$ cat config.mk
export PLATFORM = sky130hd
export DESIGN_NAME = cla_mp_add_seq
export DESIGN_NICKNAME = d
export VERILOG_FILES = /design/src/rtl/cla_mp_add_seq_pkg.sv /design/src/rtl/cla_mp_add_seq_cla32.sv /design/src/rtl/cla_mp_add_seq.sv
export SDC_FILE = /design/constraint.sdc
export NUM_CORES = 1
export LEC_CHECK = 0
export CORE_ASPECT_RATIO = 2
export CORE_MARGIN = 4
export CORE_UTILIZATION = 35
export DETAILED_ROUTE_END_ITERATION = 16
export DONT_BUFFER_PORTS = 1
export SLEW_MARGIN = 10
export SYNTH_ARGS = -nofsm -noshare
export SYNTH_HDL_FRONTEND = slang
export SYNTH_SLANG_ARGS = --single-unit
$ cat constraint.sdc
create_clock -name clk -period 13.9 [get_ports clk]
set_input_delay 2.78 -clock clk [delete_from_list [all_inputs] [get_ports clk]]
set_output_delay 2.78 -clock clk [all_outputs]
set_load 0.03 [all_outputs]
$ cat src/rtl/cla_mp_add_seq_pkg.sv
// Shared constants for the multi-precision add/subtract sequencer:
// slice width, FSM state encoding and opcode value.
package cla_mp_add_seq_pkg;

  localparam int WORD_W = 32;

  typedef enum logic [1:0] {
    S_IDLE = 2'd0,
    S_RUN  = 2'd1,
    S_DONE = 2'd2
  } state_e;

  localparam logic OP_SUB = 1'b1;

endpackage

$ cat src/rtl/cla_mp_add_seq_cla32.sv
// 32-bit carry-lookahead adder: 4-bit lookahead groups chained by group carries.
// Purely combinational; of_o is the two's-complement overflow of the slice.
module CLA_32bit (
  input  logic [31:0] a_i,
  input  logic [31:0] b_i,
  input  logic        cin_i,
  output logic [31:0] sum_o,
  output logic        cout_o,
  output logic        of_o
);

  logic [31:0] g;
  logic [31:0] p;
  logic [32:0] c;
  logic [7:0]  gg;
  logic [7:0]  gp;

  assign g = a_i & b_i;
  assign p = a_i ^ b_i;

  always_comb begin
    c     = '0;
    gg    = '0;
    gp    = '0;
    c[0]  = cin_i;
    for (int j = 0; j < 8; j++) begin
      gg[j] = g[4*j+3]
            | (p[4*j+3] & g[4*j+2])
            | (p[4*j+3] & p[4*j+2] & g[4*j+1])
            | (p[4*j+3] & p[4*j+2] & p[4*j+1] & g[4*j]);
      gp[j] = &p[4*j +: 4];
    end
    // Group carries first, then the in-group carries expand from each group's carry-in.
    for (int j = 0; j < 8; j++) begin
      c[4*j+4] = gg[j] | (gp[j] & c[4*j]);
    end
    for (int j = 0; j < 8; j++) begin
      c[4*j+1] = g[4*j] | (p[4*j] & c[4*j]);
      c[4*j+2] = g[4*j+1] | (p[4*j+1] & g[4*j]) | (p[4*j+1] & p[4*j] & c[4*j]);
      c[4*j+3] = g[4*j+2] | (p[4*j+2] & g[4*j+1]) | (p[4*j+2] & p[4*j+1] & g[4*j])
               | (p[4*j+2] & p[4*j+1] & p[4*j] & c[4*j]);
    end
  end

  assign sum_o  = p ^ c[31:0];
  assign cout_o = c[32];
  assign of_o   = c[32] ^ c[31];

endmodule

$ cat src/rtl/cla_mp_add_seq.sv
// WORDS*32-bit add/subtract sequenced LSB-first through one shared CLA_32bit.
// Result valid WORDS cycles after accept; held stable in DONE until out_ready.
module cla_mp_add_seq
  import cla_mp_add_seq_pkg::*;
#(
  parameter int WORDS = 4
) (
  input  logic                    clk,
  input  logic                    rst,
  input  logic                    in_valid,
  output logic                    in_ready,
  input  logic [WORD_W*WORDS-1:0] op_a,
  input  logic [WORD_W*WORDS-1:0] op_b,
  input  logic                    sub,
  output logic                    out_valid,
  input  logic                    out_ready,
  output logic [WORD_W*WORDS-1:0] result,
  output logic                    cout,
  output logic                    overflow,
  output logic                    busy
);

  localparam int W  = WORD_W * WORDS;
  localparam int KW = (WORDS > 1) ? $clog2(WORDS) : 1;
  localparam logic [KW-1:0] K_LAST = KW'(WORDS - 1);

  state_e            state_q;
  logic [W-1:0]      a_q;
  logic [W-1:0]      b_q;
  logic [W-1:0]      result_q;
  logic [KW-1:0]     k_q;
  logic              carry_q;
  logic              cout_q;
  logic              of_q;

  logic [WORD_W-1:0] a_sl;
  logic [WORD_W-1:0] b_sl;
  logic [WORD_W-1:0] sum_sl;
  logic              cout_sl;
  logic              of_sl;

  always_comb begin
    a_sl = '0;
    b_sl = '0;
    for (int w = 0; w < WORDS; w++) begin
      if (k_q == KW'(w)) begin
        a_sl = a_q[w*WORD_W +: WORD_W];
        b_sl = b_q[w*WORD_W +: WORD_W];
      end
    end
  end

  CLA_32bit u_cla (
    .a_i    (a_sl),
    .b_i    (b_sl),
    .cin_i  (carry_q),
    .sum_o  (sum_sl),
    .cout_o (cout_sl),
    .of_o   (of_sl)
  );

  always_ff @(posedge clk or posedge rst) begin
    if (rst) begin
      state_q  <= S_IDLE;
      a_q      <= '0;
      b_q      <= '0;
      result_q <= '0;
      k_q      <= '0;
      carry_q  <= 1'b0;
      cout_q   <= 1'b0;
      of_q     <= 1'b0;
    end else begin
      case (state_q)
        S_IDLE: begin
          if (in_valid) begin
            // Subtract as A + ~B + 1: invert B once here and seed the carry with sub.
            a_q     <= op_a;
            b_q     <= (sub == OP_SUB) ? ~op_b : op_b;
            carry_q <= sub;
            k_q     <= '0;
            state_q <= S_RUN;
          end
        end
        S_RUN: begin
          for (int w = 0; w < WORDS; w++) begin
            if (k_q == KW'(w)) begin
              result_q[w*WORD_W +: WORD_W] <= sum_sl;
            end
          end
          carry_q <= cout_sl;
          if (k_q == K_LAST) begin
            cout_q  <= cout_sl;
            of_q    <= of_sl;
            state_q <= S_DONE;
          end else begin
            k_q <= k_q + KW'(1);
          end
        end
        S_DONE: begin
          if (out_ready) begin
            state_q <= S_IDLE;
          end
        end
        default: state_q <= S_IDLE;
      endcase
    end
  end

  assign in_ready  = (state_q == S_IDLE);
  assign out_valid = (state_q == S_DONE);
  assign busy      = (state_q == S_RUN) || (state_q == S_DONE);
  assign result    = result_q;
  assign cout      = cout_q;
  assign overflow  = of_q;

endmodule

==> results of run 1 <==
## cell type report
class	count	area share (%)
clock buffer	53	5.51
tap	671	4.05
timing repair buffer	14	0.567
antenna	8	0.0966
multi-input combinational	1358	41.0
inverter	31	0.598
sequential	391	47.2
clock inverter	17	0.984
## placed cells by master (no fill, tap or decap), types with 7 or more instances in the layout
cell / count
a21o_1: 12
a21oi_1: 159
buf_4: 13
clkbuf_16: 41
clkbuf_8: 7
clkinv_2: 7
dfrtp_1: 391
diode_2: 8
fa_1: 8
ha_1: 35
inv_1: 29
mux2_2: 173
nand2_1: 335
nor2_1: 153
o21ai_0: 265
xnor2_1: 137
xor2_1: 13
## state kept, by name, indices dropped and copies added, names as in the netlist
name	cells
result	128
carry_q	1
b_q	128
cout	1
a_q	128
state_q	2
k_q	2
overflow	1
## critical path, cell delays in order, from the launching register on
cell and delay [ps]:
dfrtp_1 460, inv_1 190, ha_4 490, buf_4 690, nor2_1 110, a21oi_1 150, nor2_1 60, a21oi_1 150
nor2_1 50, a21oi_1 230, inv_1 80, ha_1 310, nand2_1 60, nor3_1 180, a21o_1 240, a31oi_2 200
o2111ai_2 420, nand3_1 120, and2_1 190, fa_1 430, xor2_1 230, o21ai_0 130
## worst max-delay path by stage
stage | start | to | slack (ps) | cells after the start
final | k_q[1] | result[93] | 8470 | 21
after detailed placement | k_q[1] | result[93] | 8410 | 19
after CTS | k_q[1] | result[93] | 8370 | 19
after floorplan | rst | a_q[0] | 250 | 1
after global placement | k_q[1] | result[93] | 8510 | 21
after global routing | k_q[1] | result[93] | 7970 | 21
## per-layer routing
layer	GRT usage (%)	part of all wire (%)
met5	0	0.13
met4	5.64	2.7
met3	5.18	7.7
met2	31.3	49
met1	23.1	41
## stage by stage
stage | hold WS (ps) | std cells | total power [mW] | cell area [um2]
global placement | 462 | 2465 | 5.22 | 19400
global route | 502 | 2540 | 6.89 | 20700
floorplan | 450 | 1908 | 4.34 | 18800
CTS | 484 | 2535 | 6.46 | 20700
detailed placement | 470 | 2465 | 5.32 | 19400
finish | 477 | 2543 | 6.36 | 20700
## kinds of logic (layout without fill, tap and decap cells)
family | after synthesis | in the layout | share of synthesized area [%]
and+or+nand+nor | 512 | 512 | 10.5
other | 0 | 8 | 0
muxes | 174 | 174 | 10.4
DFF | 391 | 391 | 52.0
buffers and inverters | 159 | 115 | 3.18
xor gates and xnor gates | 151 | 151 | 7.07
adders and majority gates | 47 | 47 | 3.44
AOI/OAI and AO/OA | 474 | 474 | 13.5
## power groups by stage
stage	Sequential, mW	Clock [mW]	Combinational (mW)
global placement	2.37	0	2.84
floorplan	2.26	0	2.07
CTS	2.38	1.15	2.93
detailed placement	2.40	0	2.92
global route	2.44	1.20	3.24
finish	2.37	1.12	2.87
==> results.toml, run 1 <==
[outcome]
status = "finished, final reports clean"

[power]
power_density_nw_per_um2 = 307
clockPowerShare_pct = 17.6
intPower_mw = 3.40
p_leak_nw = 8.98
p_comb_share_pct = 45.1
p_sw_mw = 2.96
sw_frac_of_total_pct = 46.6
ir_drop_v = 0.000168
power_frac_seq_pct = 37.3

[sta]
clock_skew_ps = 23.3
timing.final.ws_setup_ps = 8470
maxSlewViolCount = 0
setup_viol = 0
relSlewSlack_pct = 26.0
tns_ps = 0
fin_crit_sh_pct = 39.0
tightest_slew_ps = 1110
finalHoldViolCount = 0
min_period_ps = 5430
rsz0062_at_grt = "false"
fmax_mhz = 184

[setup_path]
arrival_ps = 5810
r2r_setup_slack_ps = 8470
r2r-start = "k_q[1]"
r2r_end = "result[93]"
worstPathMaxFanout = 81
crit_type = "flip-flop to flip-flop"
r2r_cells = 21
start_kind = "flip-flop"
required_ps = 14290
cp-end-kind = "flip-flop"

[cells_and_area]
syn_to_final_growth_pct = 10.1
seqCellArea_um2 = 9780
multi_input_area_um2 = 8490
nets = 2143
utilization_pct = 38.8
fillers = 5322
drive_gt1_share_pct = 14.8

[grt]
grt_pass1_vias = 13372
grt_use_total_pct = 18.6
grt_pass1_wl_um = 82400
grt_max_degree = 152
grt_overflow = 0
antenna_found_initial = 14

[yosys]
synth.avg_cell_area_um2 = 9.86
seq_area_frac_synth_pct = 52.0
async_reset_ff_share_pct = 100
synth_cells = 1908
yosys.area.top_type = "dfrtp_1"
yosys-top-cells-area = "dfrtp_1 52%, mux2_2 10%, o21ai_0 7.0%, nand2_1 6.8%, xnor2_1 6.4%"
synthesis.nets = 2216
yosysTopAreaCellShare_pct = 52.0
ys_ff_latch = 391
synthMostInstantiatedCell = "dfrtp_1"
synth_ff_type = "dfrtp_1"
netlist_area_um2 = 18800
synth_warnings = 0
synth_common_cells = "391 x dfrtp_1, 340 x nand2_1, 265 x o21ai_0, 173 x mux2_2, 159 x a21oi_1"
synth-edff-count = 0
synth.distinct_cells = 51

[place]
hpwl_um = 40800
port_buffers = 0
place_ws_ps = 8410
place_congestion = 0.890

[floorplan]
initial_utilization_pct = 35.2
die_w_um = 172
core.rowCount = 120
dieHeight_um = 336
core-area_um2 = 53500
die-area_um2 = 57800
pin_count = 394

[cts]
htree_levels = 2
cts_tree = "yes"
ctsResizeCount = 0
cts_setup_buffers = 0
clk_root_buffer_cell = "clkbuf_16"
clk_latency_ps = 560
hold_buffers = 0
cts_sinks = 391
cts_max_path_buffers = 3
cts_inserted_buffers = 39
cts.reportedPaths.clkPinSlew_ps = 60

[routing]
first_pass_iters = 5
drt_iter0_markers = 726
drt-total-wl_um = 55300
antenna_left = 0
drc = 0
routedWlPerCell_um = 21.7
num_vias = 13017
viasPerCell = 5.12

[job]
cap_viol_max_count = 0

[min_path]
hold_start = "b_q[11]"
hold_depth = 2
hp-class = "flip-flop to flip-flop"
hold_path_end = "b_q[11]"
(Power assumes the default switching activity.)
==> run 2, diff against run 1 <==
- clock period: 13.9 -> 5.6 ns (I/O delays scaled with it)
==> run 2 against run 1 <==
Compared with the run above: non-clock buffer count increased by 10; core utilization increased by 0.28 points; count of clock-buffer cells in the layout decreased by 5; first-iteration DRC count decreased by 15%; flip-flop and latch count unchanged; final cell count increased by 0.51%; clock skew decreased by 5.0 ps; maximum frequency increased by 6.6%; sequential share of layout area decreased by 0.34 points; sequential power increased by 150%.
==> results.toml, run 2 (synthesized netlist as in run 1, its figures left out) <==
[outcome]
status = "finished, final reports clean"

[grt]
grt_use_total_pct = 18.9
grt_pass1_vias = 13512
grt_pass1_wl_um = 83300
antenna_found_initial = 18
grt_max_degree = 144
grt_overflow = 0

[floorplan]
die_w_um = 172
core.rowCount = 120
die-area_um2 = 57800
core-area_um2 = 53500
initial_utilization_pct = 35.2
pin_count = 394
dieHeight_um = 336

[setup_path]
arrival_ps = 5470
r2r_setup_slack_ps = 510
cp-end-kind = "flip-flop"
r2r-start = "k_q[0]"
required_ps = 5980
crit_type = "flip-flop to flip-flop"
start_kind = "flip-flop"
worstPathMaxFanout = 21
crit_start = "k_q[0]"

[cells_and_area]
final_common_cell = "dfrtp_1"
final_cell_mix = "391 x dfrtp_1, 335 x nand2_1, 265 x o21ai_0"
drive_gt1_share_pct = 15.0
syn_to_final_growth_pct = 10.9
nets = 2151

[routing]
first_pass_iters = 8
num_vias = 13114
antenna_left = 0
drt-total-wl_um = 56300
routedWlPerCell_um = 22.0
viasPerCell = 5.13
drt_iter0_markers = 615
drc = 0

[power]
p_leak_nw = 9.05
sw_frac_of_total_pct = 46.3
intPower_mw = 8.58
p_comb_share_pct = 45.4
power_frac_seq_pct = 36.9
clockPowerShare_pct = 17.7
power_density_nw_per_um2 = 766
ir_drop_v = 0.000350
p_sw_mw = 7.41

[min_path]
hp-class = "input pin to async pin"

[sta]
clock_skew_ps = 18.3
finalHoldViolCount = 0
relSlewSlack_pct = 26.9
rsz0062_at_grt = "false"
hold_slack_ps = 326
setup_viol = 0
fin_crit_sh_pct = 90.9
tns_ps = 0
fmax_mhz = 196
min_period_ps = 5090
maxSlewViolCount = 0
tightest_slew_ps = 1090

[cts]
cts_inserted_buffers = 37
htree_levels = 2
cts_setup_buffers = 0
cts.reportedPaths.clkPinSlew_ps = 60
clk_root_buffer_cell = "clkbuf_16"
cts_max_path_buffers = 3
cts_sinks = 391
ctsResizeCount = 0
clk_latency_ps = 550
cts_tree = "yes"
hold_buffers = 0

[place]
hpwl_um = 41500
place_congestion = 0.889
port_buffers = 0

[job]
cap_viol_max_count = 0
run 2: final cells by class:
| class | count | area [um2] |
|---|---|---|
| Antenna cell | 14 | 35.0 |
| Fill cell | 5374 | 32600 |
| Inverter | 31 | 120 |
| Sequential cell | 391 | 9780 |
| Timing Repair Buffer | 24 | 255 |
| Multi-Input combinational cell | 1358 | 8490 |
| Clock inverter | 19 | 317 |
| Tap cell | 671 | 840 |
| Clock buffer | 48 | 1030 |
run 2: critical path, stage by stage, from the launching register on:
cell       delay (ps)
dfrtp_1           510
inv_1             190
ha_2              400
buf_4             250
buf_4             210
nand2_1            90
nor2_1             40
a21oi_1           240
nor2_1            100
a21oi_1           220
nor2_1            120
a21oi_1           230
inv_1              70
ha_1              200
a21oi_1           170
o21bai_1          100
a21oi_1           390
o2111ai_2         360
nand2_1           200
fa_1              220
xor2_1            430
o21ai_0           150
run 2: through the flow:
stage / utilization (%) / worst slack (ps) / total power, mW / instance area (um2) / instances
4_1_cts: 39.0 / 365 / 16.2 / 20800 / 2542
5_1_grt: 39.0 / 137 / 17.3 / 20900 / 2554
3_3_place_gp: 36.5 / 517 / 13.1 / 19500 / 2475
6_report: 39.1 / 511 / 16.0 / 20900 / 2556
2_1_floorplan: - / -780 / 10.8 / 18800 / 1908
3_5_place_dp: 36.5 / 408 / 13.3 / 19500 / 2475
run 2: power groups by stage:
stage | Clock [mW] | Sequential, mW | Combinational [mW]
final | 2.83 | 5.90 | 7.25
after global routing | 3.04 | 6.08 | 8.19
after global placement | 0 | 5.91 | 7.18
after detailed placement | 0 | 5.97 | 7.38
after CTS | 2.92 | 5.92 | 7.41
after floorplan | 0 | 5.62 | 5.15
run 2: per-layer routing:
layer / GRT usage [%] / up-vias / share of wire, %
met1: 23.6 / 6309 / 41
met5: 0 / - / 0.060
met2: 31.1 / 442 / 49
met3: 4.36 / 83 / 6.4
met4: 7.85 / 6 / 3.5
li1: - / 6274 / -
run 2: path summary, 6_finish.rpt:
path                       cells past startpoint         end
setup / recovery                              21  result[89]
hold / removal                                 1  result[17]
setup reg to reg                              21  result[89]
hold reg to reg                                2      b_q[5]
max in group asynchronous                      3     b_q[56]
min in group clk                               2      b_q[5]
